### config.mk
export PLATFORM = sky130hd
export DESIGN_NAME = loss_sequencer
export DESIGN_NICKNAME = d
export VERILOG_FILES = /design/src/rtl/loss_sequencer.sv
export SDC_FILE = /design/constraint.sdc
export NUM_CORES = 1
export LEC_CHECK = 0
export BUFFER_PORTS_ARGS = -buffer_cell sky130_fd_sc_hd__clkbuf_2
export CORE_MARGIN = 5
export CORE_UTILIZATION = 50
export DETAILED_ROUTE_END_ITERATION = 10
export PLACE_DENSITY = 0.79
export SLEW_MARGIN = 20
export SYNTH_ARGS = -nofsm -noshare
export SYNTH_HDL_FRONTEND = slang
export SYNTH_SLANG_ARGS = --single-unit
### constraint.sdc
create_clock -name clk -period 2.9 [get_ports clk]
set_clock_uncertainty 0.2 [all_clocks]
set_input_delay 0.58 -clock clk [delete_from_list [all_inputs] [get_ports clk]]
set_output_delay 0.58 -clock clk [all_outputs]
set_load 0.05 [all_outputs]
### src/rtl/loss_sequencer.sv
// loss_sequencer
//   Feeds the two-column loss stage. Paired H/Y rows from the upstream
//   buffers are issued to column 1 directly and to column 2 one cycle later.
//   The shared 2/N scale operand comes from a small ROM. The two per-column
//   gradient streams are realigned into row pairs, and completion is
//   signalled once all N pairs have returned.
//
// Ports
//   clk, rst                      clock, synchronous active-low reset
//   start_in, cfg_batch_size_in   batch start and batch size N (IDLE only)
//   busy_out, done_out            batch in progress / completion pulse
//   cfg_err_out                   pulse when start is seen with an illegal N
//   h_valid_in, y_valid_in        upstream row valids
//   h_ready_out, y_ready_out      upstream row accept (always equal)
//   h_1_in, h_2_in, y_1_in, y_2_in        row data, Q8.8
//   H_1_out, Y_1_out, valid_1_out         column 1 operands
//   H_2_out, Y_2_out, valid_2_out         column 2 operands (one cycle later)
//   inv_batch_size_times_two_out          2/N in Q8.8
//   gradient_1_in, gradient_2_in, grad_valid_1_in, grad_valid_2_in
//                                         per-column gradients from the loss stage
//   grad_1_out, grad_2_out, grad_valid_out
//                                         realigned gradient pair
module loss_sequencer #(
    parameter int MAX_BATCH = 16,
    parameter int DATA_W    = 16,
    localparam int BW       = $clog2(MAX_BATCH + 1)
) (
    input  logic                     clk,
    input  logic                     rst,
    input  logic                     start_in,
    input  logic [BW-1:0]            cfg_batch_size_in,
    output logic                     busy_out,
    output logic                     done_out,
    output logic                     cfg_err_out,
    input  logic                     h_valid_in,
    input  logic                     y_valid_in,
    output logic                     h_ready_out,
    output logic                     y_ready_out,
    input  logic signed [DATA_W-1:0] h_1_in,
    input  logic signed [DATA_W-1:0] h_2_in,
    input  logic signed [DATA_W-1:0] y_1_in,
    input  logic signed [DATA_W-1:0] y_2_in,
    output logic signed [DATA_W-1:0] H_1_out,
    output logic signed [DATA_W-1:0] Y_1_out,
    output logic signed [DATA_W-1:0] H_2_out,
    output logic signed [DATA_W-1:0] Y_2_out,
    output logic                     valid_1_out,
    output logic                     valid_2_out,
    output logic signed [DATA_W-1:0] inv_batch_size_times_two_out,
    input  logic signed [DATA_W-1:0] gradient_1_in,
    input  logic signed [DATA_W-1:0] gradient_2_in,
    input  logic                     grad_valid_1_in,
    input  logic                     grad_valid_2_in,
    output logic signed [DATA_W-1:0] grad_1_out,
    output logic signed [DATA_W-1:0] grad_2_out,
    output logic                     grad_valid_out
);

    typedef enum logic [2:0] {IDLE, LOAD, RUN, DRAIN, DONE} state_t;

    state_t                   state;
    logic [BW-1:0]            batch_n;
    logic [BW-1:0]            issued;
    logic [BW-1:0]            returned;
    logic                     cfg_ok;
    logic                     start_ok;
    logic                     accept;
    logic signed [DATA_W-1:0] h2_p0;
    logic signed [DATA_W-1:0] y2_p0;
    logic                     vld_p0;
    logic signed [DATA_W-1:0] hold;

    // round(512/n) in Q8.8 with ties rounded up: floor((1024 + n) / (2n)).
    // Entries outside 1..MAX_BATCH are never selected and read as zero.
    function automatic logic signed [DATA_W-1:0] round_inv(input int n);
        if (n < 1 || n > MAX_BATCH) begin
            return '0;
        end
        return DATA_W'((1024 + n) / (2 * n));
    endfunction

    logic signed [DATA_W-1:0] inv_rom [2**BW];

    for (genvar i = 0; i < 2**BW; i++) begin : g_rom
        assign inv_rom[i] = round_inv(i);
    end

    assign cfg_ok   = (cfg_batch_size_in != '0) && (cfg_batch_size_in <= BW'(MAX_BATCH));
    assign start_ok = (state == IDLE) && start_in && cfg_ok;

    // Both streams are accepted together or not at all.
    assign accept      = (state == RUN) && (issued < batch_n) && h_valid_in && y_valid_in;
    assign h_ready_out = accept;
    assign y_ready_out = accept;

    // Control FSM
    always_ff @(posedge clk) begin
        if (!rst) begin
            state                        <= IDLE;
            batch_n                      <= '0;
            issued                       <= '0;
            busy_out                     <= 1'b0;
            done_out                     <= 1'b0;
            cfg_err_out                  <= 1'b0;
            inv_batch_size_times_two_out <= '0;
        end else begin
            done_out    <= 1'b0;
            cfg_err_out <= 1'b0;
            case (state)
                IDLE: begin
                    if (start_in) begin
                        if (cfg_ok) begin
                            batch_n  <= cfg_batch_size_in;
                            issued   <= '0;
                            busy_out <= 1'b1;
                            state    <= LOAD;
                        end else begin
                            cfg_err_out <= 1'b1;
                        end
                    end
                end
                LOAD: begin
                    inv_batch_size_times_two_out <= inv_rom[batch_n];
                    state                        <= RUN;
                end
                RUN: begin
                    if (accept) begin
                        issued <= issued + BW'(1);
                        if (issued + BW'(1) == batch_n) begin
                            state <= DRAIN;
                        end
                    end
                end
                DRAIN: begin
                    if (returned == batch_n) begin
                        busy_out <= 1'b0;
                        done_out <= 1'b1;
                        state    <= DONE;
                    end
                end
                DONE: begin
                    state <= IDLE;
                end
                default: begin
                    state <= IDLE;
                end
            endcase
        end
    end

    // Stage p0: column 1 outputs and column 2 skew registers
    always_ff @(posedge clk) begin
        if (!rst) begin
            H_1_out     <= '0;
            Y_1_out     <= '0;
            valid_1_out <= 1'b0;
            h2_p0       <= '0;
            y2_p0       <= '0;
            vld_p0      <= 1'b0;
            H_2_out     <= '0;
            Y_2_out     <= '0;
            valid_2_out <= 1'b0;
        end else begin
            valid_1_out <= accept;
            vld_p0      <= accept;
            if (accept) begin
                H_1_out <= h_1_in;
                Y_1_out <= y_1_in;
                h2_p0   <= h_2_in;
                y2_p0   <= y_2_in;
            end
            // Stage p1: column 2 outputs, one cycle behind column 1
            valid_2_out <= vld_p0;
            if (vld_p0) begin
                H_2_out <= h2_p0;
                Y_2_out <= y2_p0;
            end
        end
    end

    // Gradient realign: column 1 runs one cycle ahead, so its value waits in
    // hold until the matching column 2 value arrives. When both valids land
    // together, the pair takes the old hold value and hold takes the new one.
    always_ff @(posedge clk) begin
        if (!rst) begin
            hold           <= '0;
            grad_1_out     <= '0;
            grad_2_out     <= '0;
            grad_valid_out <= 1'b0;
            returned       <= '0;
        end else begin
            grad_valid_out <= grad_valid_2_in;
            if (grad_valid_1_in) begin
                hold <= gradient_1_in;
            end
            if (grad_valid_2_in) begin
                grad_1_out <= hold;
                grad_2_out <= gradient_2_in;
            end
            if (start_ok) begin
                returned <= '0;
            end else if (grad_valid_2_in) begin
                returned <= returned + BW'(1);
            end
        end
    end

endmodule

Word level (Yosys, flattened, before mapping) --
Memories as Yosys holds them, arrays and structs flattened. A register that Yosys moved wholly into a read port is not among the register bits. Index checks and enable logic that the tools add are counted.
Cells by class: add/subtract/negate cells 2, order comparisons 2, equal/unequal tests 10, mux-type cells 16, bitwise operators 2, reductions and logical operators 18
Operators with widths (number):
- 2-to-1 mux 3 bit | 5
- 2-to-1 mux 5 bit | 3
- case mux 3 bit (4 select lines) | 1
- adder 5 x 1 -> 5 bit (second input constant) | 2
- equality test 5 bit | 2
- case mux 5 bit (2 select lines) | 1
- != test 2 bit (second input constant) | 4
- AND reduction 4 bit | 2
- equality test 3 x 2 -> 1 bit (second input constant) | 2
- logical AND 1 bit | 6
- inverter 5 -> 6 bit | 1
- AND reduction 3 bit | 2
- less-or-equal comparator 5 bit (second input constant) | 1
- less-than comparator 5 bit | 1
- 2-to-1 mux 1 bit | 5
- AND reduction 5 bit | 1
- nonzero test 5 bit | 1
- nonzero test 2 bit | 2
- equality test 3 x 1 -> 1 bit (second input constant) | 1
- zero test 3 bit | 1
- != test 2 x 1 -> 1 bit (second input constant) | 1
- case mux 1 bit (2 select lines) | 1
- AND reduction 2 bit | 1
- OR reduction 2 bit | 1
- 2 further kinds | 2
Storage, ports and cells: register bits after elaboration 168, ROM bits 512, input port bits 108, output and inout port bits 120, logic and storage cells 70, memories 1
Memory list:
- (name not given) | words 32, bits a word 16, read ports 1, clocked after Yosys merged registers in 1, write ports 0, line 123 | inv_batch_size_times_two_out <= inv_rom[batch_n];

Longest topological paths before layout --
word-level depth 6, mapped depth 12, gate-level depth less buffers 8

Least setup slack after synthesis --
OpenSTA, ideal clock, no wires.
path kind reg2out, start register batch_n[3], end output y_ready_out, arrival 2295 ps, path slack -175 ps, stages on the path, launching flop included 10, buffers on the path 4, cell sequence dfxtp_1 clkbuf_1 inv_1 ha_1 and2_0 a221o_1 buf_6 inv_6 buf_2 buf_4
On the way: word-level cells in the longest chain between the ends 4
Ends and longest elaborated chain:
- start: declaration | line 62 | logic [BW-1:0] batch_n;
- start signal: assignment | line 113 | batch_n <= cfg_batch_size_in;
- less-than comparator 5 bit | line 92 | assign accept = (state == RUN) && (issued < batch_n) && h_valid_in && y_valid_in;
- logical AND 1 bit (3 in series) | line 92
- end: declaration | line 38 | output logic y_ready_out,
No other way between the ends.

Worst setup path after layout --
start register batch_n[2], end output y_ready_out
Same word-level chain as after synthesis.

==> results.yml <==
status:
  outcome: "complete, no violations"
finish:
  layout-drive-gt1-share_pct: 28.8
  final_core_utilization_pct: 65.4
  antenna_cells: 0
  areaGrowthSynthToFinish_pct: 27.5
  nets: 1077
floorplan:
  die_area_sq_um: 16100
  num_rows: 42
  initial_utilization_pct: 51.3
  core_area_sq_um: 13300
  die_h_microns: 127
  fp.dieW_microns: 127
  io_pins: 228
clock_tree:
  cts_num_sinks: 178
  htree_levels: 4
  insertion_delay_ps: 420
  tritoncts: "yes"
  cts_hold_buf: 0
  clkTransAtPathRegs_ps: 70
  cts-root-buf: "clkbuf_16"
  cts_made_buffers: 17
  clk_path_buf_depth: 2
drt:
  antenna_left: 0
  routedWlPerCell_microns: 14.3
  drt_iter0_markers: 359
  totalWireLength_mm: 16.4
  drc: 0
  vias_per_cell: 4.97
  drt_pass1_iterations: 4
  vias: 5688
global_route:
  grtUsageTotal_pct: 19.9
  antenna_found_initial: 0
  grt_pass1_vias: 5504
  grt_max_degree: 70
  grt_pass1_wl_mm: 26.3
  overflow: 0
placed_design:
  place_congestion: 0.805
  dp_hpwl_mm: 11.4
  port_buffers: 221
logic_synthesis:
  yosys_register_bits: 178
  syn_inst: 748
  yosysSeqAreaShare_pct: 52.3
  synth_edf_count: 0
  ys.warnings.count: 0
  synth-main-ff-cell: "dfxtp_1"
  synthDistinctLibCells: 43
  async_flop_share_pct: 0
  avgSynthCellArea_sq_um: 9.11
  netlist_area_sq_um: 6820
pwr:
  power_density_nw_per_um2: 604
  p_leak_nw: 3.83
  vdd_drop_max_uv: 478
setup_path:
  worst-path-max-fanout: 5
  crit_type: "flop to output port"
  cp.required_ps: 2120
  end_kind: "output port"
  crit_start: "batch_n[2]"
  r2r-start: "batch_n[1]"
  worst_setup_path_start_kind: "flop"
  arrival_ps: 1990
timing:
  worst_pin_slew_ps: 562
  slew_headroom_pct: 62.5
  hold_slack_ps: 174
  setup_viol: 0
  rsz0062_at_grt: "no"
  finalSetupTns_ps: 0
  max_freq_mhz: 361
  period_needed_ps: 2770
  final-max-slew-violation-count: 0
  finalHoldViolCount: 0
  period_share_pct: 95.6
job:
  drv_cap: 0
hold_path:
  hold_path.class: "input pin to flop"
  min_from: "y_1_in[14]"
area by class of cell:
cell class,instances,area [sq um]
multi-input combinational,509,2960
timing repair inverter,1,6.26
clock buffer,19,443
fill,1146,4600
inverter,9,43.8
timing repair buffer,239,1300
clock inverter,13,150
tap,176,220
sequential,178,3560
final timing paths:
path	slack, ps	end	cells after the start
worst max-delay path	130	y_ready_out	7
worst min-delay path	170	Y_1_out[14]	3
worst max register to register	320	issued[3]	9
worst min register to register	250	Y_1_out[14]	2
worst max-delay path, cell delays in order (launching register included):
cell and delay (ps):
dfxtp_1 310, inv_1 160, ha_4 230, a21oi_1 100, o21ai_0 100, a221o_2 400, inv_8 90, clkbuf_8 170
cell usage in the layout (no fill, tap or decap), types with 4 or more instances in the layout:
master / count
clkinvlp_4: 5
a22oi_1: 5
conb_1: 6
nand2_1: 145
buf_4: 14
o21ai_0: 7
clkbuf_2: 219
xor2_1: 10
a21oi_1: 76
mux2i_1: 86
nor2_1: 108
clkbuf_16: 17
inv_1: 7
nor4_1: 4
nand3_1: 7
ha_1: 13
dfxtp_1: 177
xnor2_1: 7
sequential cells by signal, summed over array words and instances, names as in the netlist, 3 cells and up:
name,flops
H_1_out,16
H_2_out,16
Y_1_out,16
Y_2_out,16
batch_n,5
grad_1_out,16
grad_2_out,16
h2_p0,16
hold,16
inv_batch_size_times_two_out,10
issued,5
returned,5
state,3
y2_p0,16
per-layer routing:
layer	routed length, microns	vias up	track usage [%]	share of wire [%]
li1	-	2885	-	-
met1	6900	2608	24.4	42
met2	7920	181	32.4	48
met3	1420	14	7.40	8.6
met4	163	0	6.25	0.99
met5	0	-	0	0
cell usage after synthesis (2+ instances only):
library cell	number	area, sq um
clkbuf_1	30	113
xor2_1	10	87.6
nand3_1	7	35.0
a211oi_1	2	15.0
buf_4	7	52.6
buf_2	10	50.1
a21oi_1	76	380
buf_1	6	22.5
nor2_1	108	405
dfxtp_1	178	3560
o21ai_0	7	35.0
a2111oi_0	2	17.5
xnor2_1	7	61.3
nand2_1	145	544
ha_1	14	175
nand4b_1	3	26.3
nor4_1	4	25.0
a41oi_1	2	17.5
buf_6	3	33.8
a31oi_1	2	12.5
a311oi_1	2	17.5
mux2i_1	86	861
inv_1	8	30.0
nand2b_1	3	18.8
and2_1	2	12.5
a22oi_1	5	37.5
nand4_1	3	18.8
where the power goes:
part	internal (mW)	switching (mW)
Sequential	2.50	0.0317
Combinational	0.164	0.301
Clock	1.30	0.954
Total	3.96	1.29
timing repair:
item / 4_1_cts / 5_1_grt
gates resized for setup: 5 / 3
endpoints found under the setup margin: 2 / 5
pin swaps: 1 / 2
cloned: 1 / 0
setup buffers: 1 / 3
cell families after synthesis:
| logic type | count (synthesis) | synth area share (%) |
|---|---|---|
| muxes | 86 | 12.6 |
| adders and majority gates | 14 | 2.57 |
| and+or+nand+nor | 280 | 16.6 |
| buffers and inverters | 66 | 4.77 |
| other | 1 | 0.0550 |
| AOI/OAI and AO/OA | 106 | 8.92 |
| DFF | 178 | 52.3 |
| xor gates and xnor gates | 17 | 2.18 |
metrics by stage:
stage	std cells	worst slack, ps	power, mW	instance area, sq um
2_1_floorplan	753	19.7	2.89	6840
3_3_place_gp	1107	368	3.04	8020
3_5_place_dp	1107	323	3.05	8020
4_1_cts	1141	-0.781	5.32	8650
5_1_grt	1144	3.74	5.47	8690
6_report	1144	126	5.25	8690
No activity file was read; power rests on OpenSTA's default activity.
